[src/rtl/divider_seq.sv]
// Sequential radix-2 restoring divider: 2W-bit dividend / W-bit divisor.
// It produces one quotient bit per clock and uses valid/ready handshakes on input and output.
//
// state | meaning
// ------+---------------------------------------------------------------
// IDLE  | waiting for an operation; in_ready high when not in reset
// CALC  | shifting/subtracting, one quotient bit per edge, cnt counts down
// DONE  | result valid and held until out_ready
module divider_seq #(
  parameter int W = 4
) (
  input  logic             clk,
  input  logic             rst,
  input  logic             in_valid,
  output logic             in_ready,
  input  logic [2*W-1:0]   dividend,
  input  logic [W-1:0]     divisor,
  output logic             out_valid,
  input  logic             out_ready,
  output logic [W-1:0]     quotient,
  output logic [W-1:0]     remainder,
  output logic             div_by_zero,
  output logic             overflow
);

  localparam int CW = (W > 1) ? $clog2(W) : 1;

  typedef enum logic [1:0] {
    S_IDLE = 2'd0,
    S_CALC = 2'd1,
    S_DONE = 2'd2
  } state_t;

  state_t          r_state;
  logic [W-1:0]    r_rem;
  logic [W-1:0]    r_q;
  logic [W-1:0]    r_d;
  logic [CW-1:0]   r_cnt;
  logic [W-1:0]    r_quot;
  logic [W-1:0]    r_remo;
  logic            r_dbz;
  logic            r_ovf;

  logic [W-1:0]    w_hi;
  logic [W-1:0]    w_lo;
  logic [W:0]      w_t;
  logic            w_ge;
  logic [W-1:0]    w_r_next;
  logic [W-1:0]    w_q_next;

  assign w_hi = dividend[2*W-1:W];
  assign w_lo = dividend[W-1:0];

  // One restoring step. Because R < D is kept invariant, the trial value
  // fits W+1 bits and the difference always fits back into W bits.
  assign w_t      = {r_rem, r_q[W-1]};
  assign w_ge     = (w_t >= {1'b0, r_d});
  assign w_r_next = w_ge ? (w_t[W-1:0] - r_d) : w_t[W-1:0];
  assign w_q_next = {r_q[W-2:0], w_ge};

  assign in_ready    = (r_state == S_IDLE) && !rst;
  assign out_valid   = (r_state == S_DONE);
  assign quotient    = r_quot;
  assign remainder   = r_remo;
  assign div_by_zero = r_dbz;
  assign overflow    = r_ovf;

  // Control FSM and datapath registers; synchronous reset aborts any operation.
  always_ff @(posedge clk) begin
    if (rst) begin
      r_state <= S_IDLE;
      r_rem   <= '0;
      r_q     <= '0;
      r_d     <= '0;
      r_cnt   <= '0;
      r_quot  <= '0;
      r_remo  <= '0;
      r_dbz   <= 1'b0;
      r_ovf   <= 1'b0;
    end else begin
      case (r_state)
        S_IDLE: begin
          if (in_valid) begin
            if (divisor == '0) begin
              r_dbz   <= 1'b1;
              r_ovf   <= 1'b0;
              r_quot  <= '1;
              r_remo  <= w_lo;
              r_state <= S_DONE;
            end else if (w_hi >= divisor) begin
              r_dbz   <= 1'b0;
              r_ovf   <= 1'b1;
              r_quot  <= '1;
              r_remo  <= w_lo;
              r_state <= S_DONE;
            end else begin
              r_rem   <= w_hi;
              r_q     <= w_lo;
              r_d     <= divisor;
              r_cnt   <= CW'(W - 1);
              r_state <= S_CALC;
            end
          end
        end
        S_CALC: begin
          r_rem <= w_r_next;
          r_q   <= w_q_next;
          if (r_cnt == '0) begin
            r_quot  <= w_q_next;
            r_remo  <= w_r_next;
            r_dbz   <= 1'b0;
            r_ovf   <= 1'b0;
            r_state <= S_DONE;
          end else begin
            r_cnt <= r_cnt - 1'b1;
          end
        end
        S_DONE: begin
          if (out_ready) r_state <= S_IDLE;
        end
        default: r_state <= S_IDLE;
      endcase
    end
  end

endmodule

[config.mk]
export PLATFORM = sky130hd
export DESIGN_NAME = divider_seq
export DESIGN_NICKNAME = d
export VERILOG_FILES = /design/src/rtl/divider_seq.sv
export SDC_FILE = /design/constraint.sdc
export NUM_CORES = 1
export LEC_CHECK = 0
export ABC_AREA = 1
export BUFFER_PORTS_ARGS = -buffer_cell sky130_fd_sc_hd__buf_4
export CORE_MARGIN = 3
export CORE_UTILIZATION = 48
export CTS_CLUSTER_DIAMETER = 50
export DETAILED_ROUTE_END_ITERATION = 16
export GPL_TIMING_DRIVEN = 0
export PLACE_DENSITY = 0.7
export SLEW_MARGIN = 0
export SYNTH_ARGS = -nofsm -noshare
export SYNTH_HDL_FRONTEND = slang
export SYNTH_SLANG_ARGS = --single-unit
export TNS_END_PERCENT = 10
[constraint.sdc]
create_clock -name clk -period 3.33 [get_ports clk]
set_input_delay 0.999 -clock clk [delete_from_list [all_inputs] [get_ports clk]]
set_output_delay 0.999 -clock clk [all_outputs]
set_load 0.01 [all_outputs]
* Word-level counts from Yosys, hierarchy flattened *
Cells that the tools add are included.

operators by class
  $add $sub $neg = 2
  multipliers = 0
  div/mod/pow operators = 0
  magnitude comparators = 2
  equal/unequal tests = 9
  shift-type cells = 0
  muxes and demuxes = 39
  bitwise logic cells = 2
  reduce and logical (&&, ||, !) cells = 11

operators by type and width
  kind                   number
  $mux W4                15
  $pmux W4 S2            4
  $mux W2                9
  $reduce_and A4 Y1      3
  $ne A2 B2 Y1 const B   5
  $mux W1                7
  $pmux W2 S3            1
  $ge A5 B4 Y1           1
  $reduce_and A5 Y1      1
  $ge A4 B4 Y1           1
  $logic_not A2 Y1       2
  $logic_not A4 Y1       1
  $pmux W1 S2            2
  $pmux W2 S2            1
  $sub A4 B4 Y4          1
  $ne A3 B1 Y1 const B   1
  $reduce_and A3 Y1      1
  $eq A2 B1 Y1 const B   1
  $eq A2 B2 Y1 const B   1
  $ne A2 B1 Y1 const B   1
  $not A1 Y1             2
  $reduce_bool A2 Y1     1
  $sub A2 B1 Y2 const B  1
  $logic_and A1 B1 Y1    1
  $logic_not A1 Y1       1

storage, ports and cells
  flip-flop bits (word level) = 26
  latch bits = 0
  bits in writable memories = 0
  ROM bits = 0
  logic and storage cells = 74
  memories kept = 0

* Depth between registers and ports, before layout *
  depth after elaboration = 5
  mapped depth = 12
  depth with buffers taken out = 12

* Worst setup path before layout *
No wires, ideal clock.

  path type = input to output
  start = in rst
  end = out in_ready
  arrival time = 1.168 ns
  slack = 1.163 ns
  stages on the path = 1
  path buffers = 0
  path through = nor2_1

on the way
  longest elaborated chain between the ends = 2

RTL lines
  item                 RTL line  text
  start, declared      13        input logic rst,
  $logic_not A1 Y1     61        assign in_ready = (r_state == S_IDLE) && !rst;
  $logic_and A1 B1 Y1  61
  end, declared        15        output logic in_ready,

No other way between the ends.

* Worst setup path in the final report *
Same ends and word-level chain as after synthesis.

==> results.py <==
metrics = {
    "floorplanning": {
        "die_w_um": 63.9,
        "die_y_um": 63.9,
        "start_util": 0.514,
        "ios": 28,
        "core_area_um2": 3130,
        "num_rows": 20,
        "dieArea_um2": 4080,
    },
    "timing": {
        "finalSetupViolCount": 0,
        "worst_pin_slew_ns": 0.499,
        "hold_viol": 0,
        "maxSlewViolCount": 0,
        "period_needed_ns": 2.41,
        "slew-limit-headroom": 0.667,
        "tns_ns": 0,
        "period_share": 0.723,
        "finClkSkew_ns": 0.00124,
        "fmax_mhz": 416,
        "rsz0062_at_grt": "false",
    },
    "setup_path": {
        "rr_startpoint": "r_d[2]",
        "critPathKind": "primary input to output pin",
        "crit_family": "buffers and inverters",
        "path_cells": "buf_4 > nor2_1 > buf_4",
        "reg2reg_to": "r_rem[0]",
        "crit_required_ns": 2.33,
        "path_max_fanout": 7,
        "worstPathArrival_ns": 1.41,
        "ff2ff_path_depth": 10,
        "cp_slowest_stage_delay_ns": 0.14,
        "cp-end-kind": "output pin",
        "ff2ff_setup_slack_ns": 1.63,
        "start_kind": "primary input",
        "cpMostUsedCell": "buf_4",
        "critPathBufInv": 2,
        "cp_slowest_cell": "buf_4",
    },
    "cts": {
        "hold_buffers": 0,
        "worstSkewPairLatency_ns": 0.33,
        "numCtsBuffers": 3,
        "cts_root_buf": "clkbuf_4",
        "postCtsSetupRepairBufs": 0,
        "clockBufferDepth": 2,
        "cts_tree": "done",
        "clk_pin_slew_ns": 0.15,
        "cts.sinks": 26,
        "cts_max_level": 1,
        "cts.repair.resized": 0,
    },
    "pwr": {
        "power_w": 0.000998,
        "powerDensity_nw_per_um2": 520,
        "max-vdd-ir-drop_uv": 260,
        "pwr-share-clk": 0.223,
        "p_sw_frac": 0.361,
        "p_switching_w": 0.000361,
        "p_leak_nw": 0.996,
        "seqPwrFrac": 0.386,
        "combPwrFrac": 0.391,
        "intPower_w": 0.000637,
    },
    "status": {
        "outcome": "completed",
    },
    "global_route": {
        "track_usage": 0.194,
        "gr-total-overflow": 0,
        "grt_pass1_vias": 1466,
        "grt_pass1_wl_um": 6310,
        "grt_max_degree": 16,
        "antenna_found_initial": 0,
    },
    "layout": {
        "final_nets": 305,
        "diodes": 0,
        "fin_area_um2": 1920,
        "area_delta_synth_final_pct": 19.3,
        "drive_gt1_frac": 0.201,
        "final_cell_mix": "nand2_1, nor2_1, inv_1",
        "fin_cells": 322,
        "final_core_util": 0.614,
        "final_common_cell": "nand2_1",
    },
    "route": {
        "routed_wl_um": 3580,
        "ant_nets": 0,
        "avgRoutedWirePerCell_um": 11.1,
        "dr.pass1.iters": 4,
        "first_iter_violations": 42,
        "vias_per_cell": 4.82,
        "drc": 0,
        "vias": 1551,
    },
    "logic_synthesis": {
        "synth_xor_xnor_area_share": 0.00544,
        "synth_top_family_by_area": "simple AND/OR/NAND/NOR gates",
        "avgSynthCellArea_um2": 6.51,
        "netlist_area_um2": 1610,
        "seq_area_frac_synth": 0.323,
        "synthMuxAreaShare": 0,
        "yosys_warnings": 0,
        "synth_compound_area_frac": 0.0692,
        "yosys.area_share.simple": 0.401,
        "syn_inst": 247,
        "ys_ff_latch": 26,
        "ys_types": 28,
        "synth_nets": 273,
        "synthAdderAreaFrac": 0.0824,
    },
    "worst_hold_path": {
        "hp-start": "r_q[2]",
        "worst_hold_path.endpoint": "r_q[2]",
        "hold_path.class": "register to register",
        "whs_path_depth": 2,
    },
    "placement": {
        "gp_congestion": 0.842,
        "dp.cells": 318,
        "post_dp_cell_area_um2": 1870,
        "portBuffers": 27,
        "hpwl_um": 2880,
    },
    "run": {
        "maxCapViolations": 0,
    },
}
## cell families (layout without fill, tap and decap cells)
| kind of cell | Yosys count | after routing |
|---|---|---|
| simple gates | 144 | 144 |
| flops | 26 | 26 |
| buf+inv | 45 | 76 |
| compound gates | 21 | 21 |
| fa+ha+maj | 10 | 10 |
| xor+xnor | 1 | 1 |
## synth_stat cells, drive strengths merged
cell type  instances  area, um2
inv               39        146
nor2              54        223
nor3               1       10.0
o21ai             13       65.1
o21bai             1       7.51
nand4              6       43.8
fa                 1       20.0
nand3b             1       7.51
a21oi              7       38.8
buf                4       35.0
ha                 9        113
dfxtp             26        521
xor2               1       8.76
nand3             21        115
clkbuf             2       8.75
nand2             61        246
## metal layers
metal  vias to the layer above  GRT usage  wire length [um]
met5                         -          0                 0
met2                        42      0.315              1640
li1                        832          -                 -
met3                         7     0.0246               150
met1                       670      0.253              1720
met4                         0     0.0916                70
## worst min-delay path: stages, from the launching register on
cell,delay (ns)
dfxtp_1,0.34
nand2_1,0.06
a21oi_1,0.05
## stage by stage
stage	hold slack (ns)	setup slack (ns)
after floorplan	0.433	1.16
after global placement	0.446	0.924
after detailed placement	0.455	0.899
after CTS	0.475	0.913
after global routing	0.498	0.902
final	0.472	0.923
## sequential cells by signal, summed over array words and instances (netlist names)
name / flops
r_cnt: 2
quotient: 4
r_rem: 4
overflow: 1
r_d: 4
div_by_zero: 1
r_q: 4
remainder: 4
r_state: 2
## power by group through the flow
| stage | Combinational (W) | Clock [W] | Sequential [W] |
|---|---|---|---|
| floorplan | 0.000271 | 0 | 0.000399 |
| global placement | 0.000385 | 0 | 0.000392 |
| detailed placement | 0.000390 | 0 | 0.000393 |
| CTS | 0.000393 | 0.000227 | 0.000386 |
| global route | 0.000446 | 0.000237 | 0.000393 |
| finish | 0.000390 | 0.000223 | 0.000385 |
## worst max-delay path by stage
| stage | slack (ns) | to | cells after the start | start |
|---|---|---|---|---|
| 5_1_grt | 0.90 | in_ready | 3 | rst |
| 3_5_place_dp | 0.90 | r_rem[2] | 12 | dividend[7] |
| 4_1_cts | 0.91 | in_ready | 3 | rst |
| 6_report | 0.92 | in_ready | 3 | rst |
| 3_3_place_gp | 0.92 | r_rem[2] | 12 | dividend[7] |
| 2_1_floorplan | 1.16 | in_ready | 1 | rst |
## layout make-up
type / instances / area, um2
Sequential cell: 26 / 520
Buffer: 6 / 43.8
Clock inverter: 1 / 30.0
Inverter: 39 / 146
Fill cell: 310 / 1210
Timing Repair Buffer: 27 / 203
Tap cell: 44 / 55.1
Multi-Input combinational cell: 176 / 898
Clock buffer: 3 / 22.5
No activity file was read; power rests on OpenSTA's default activity.
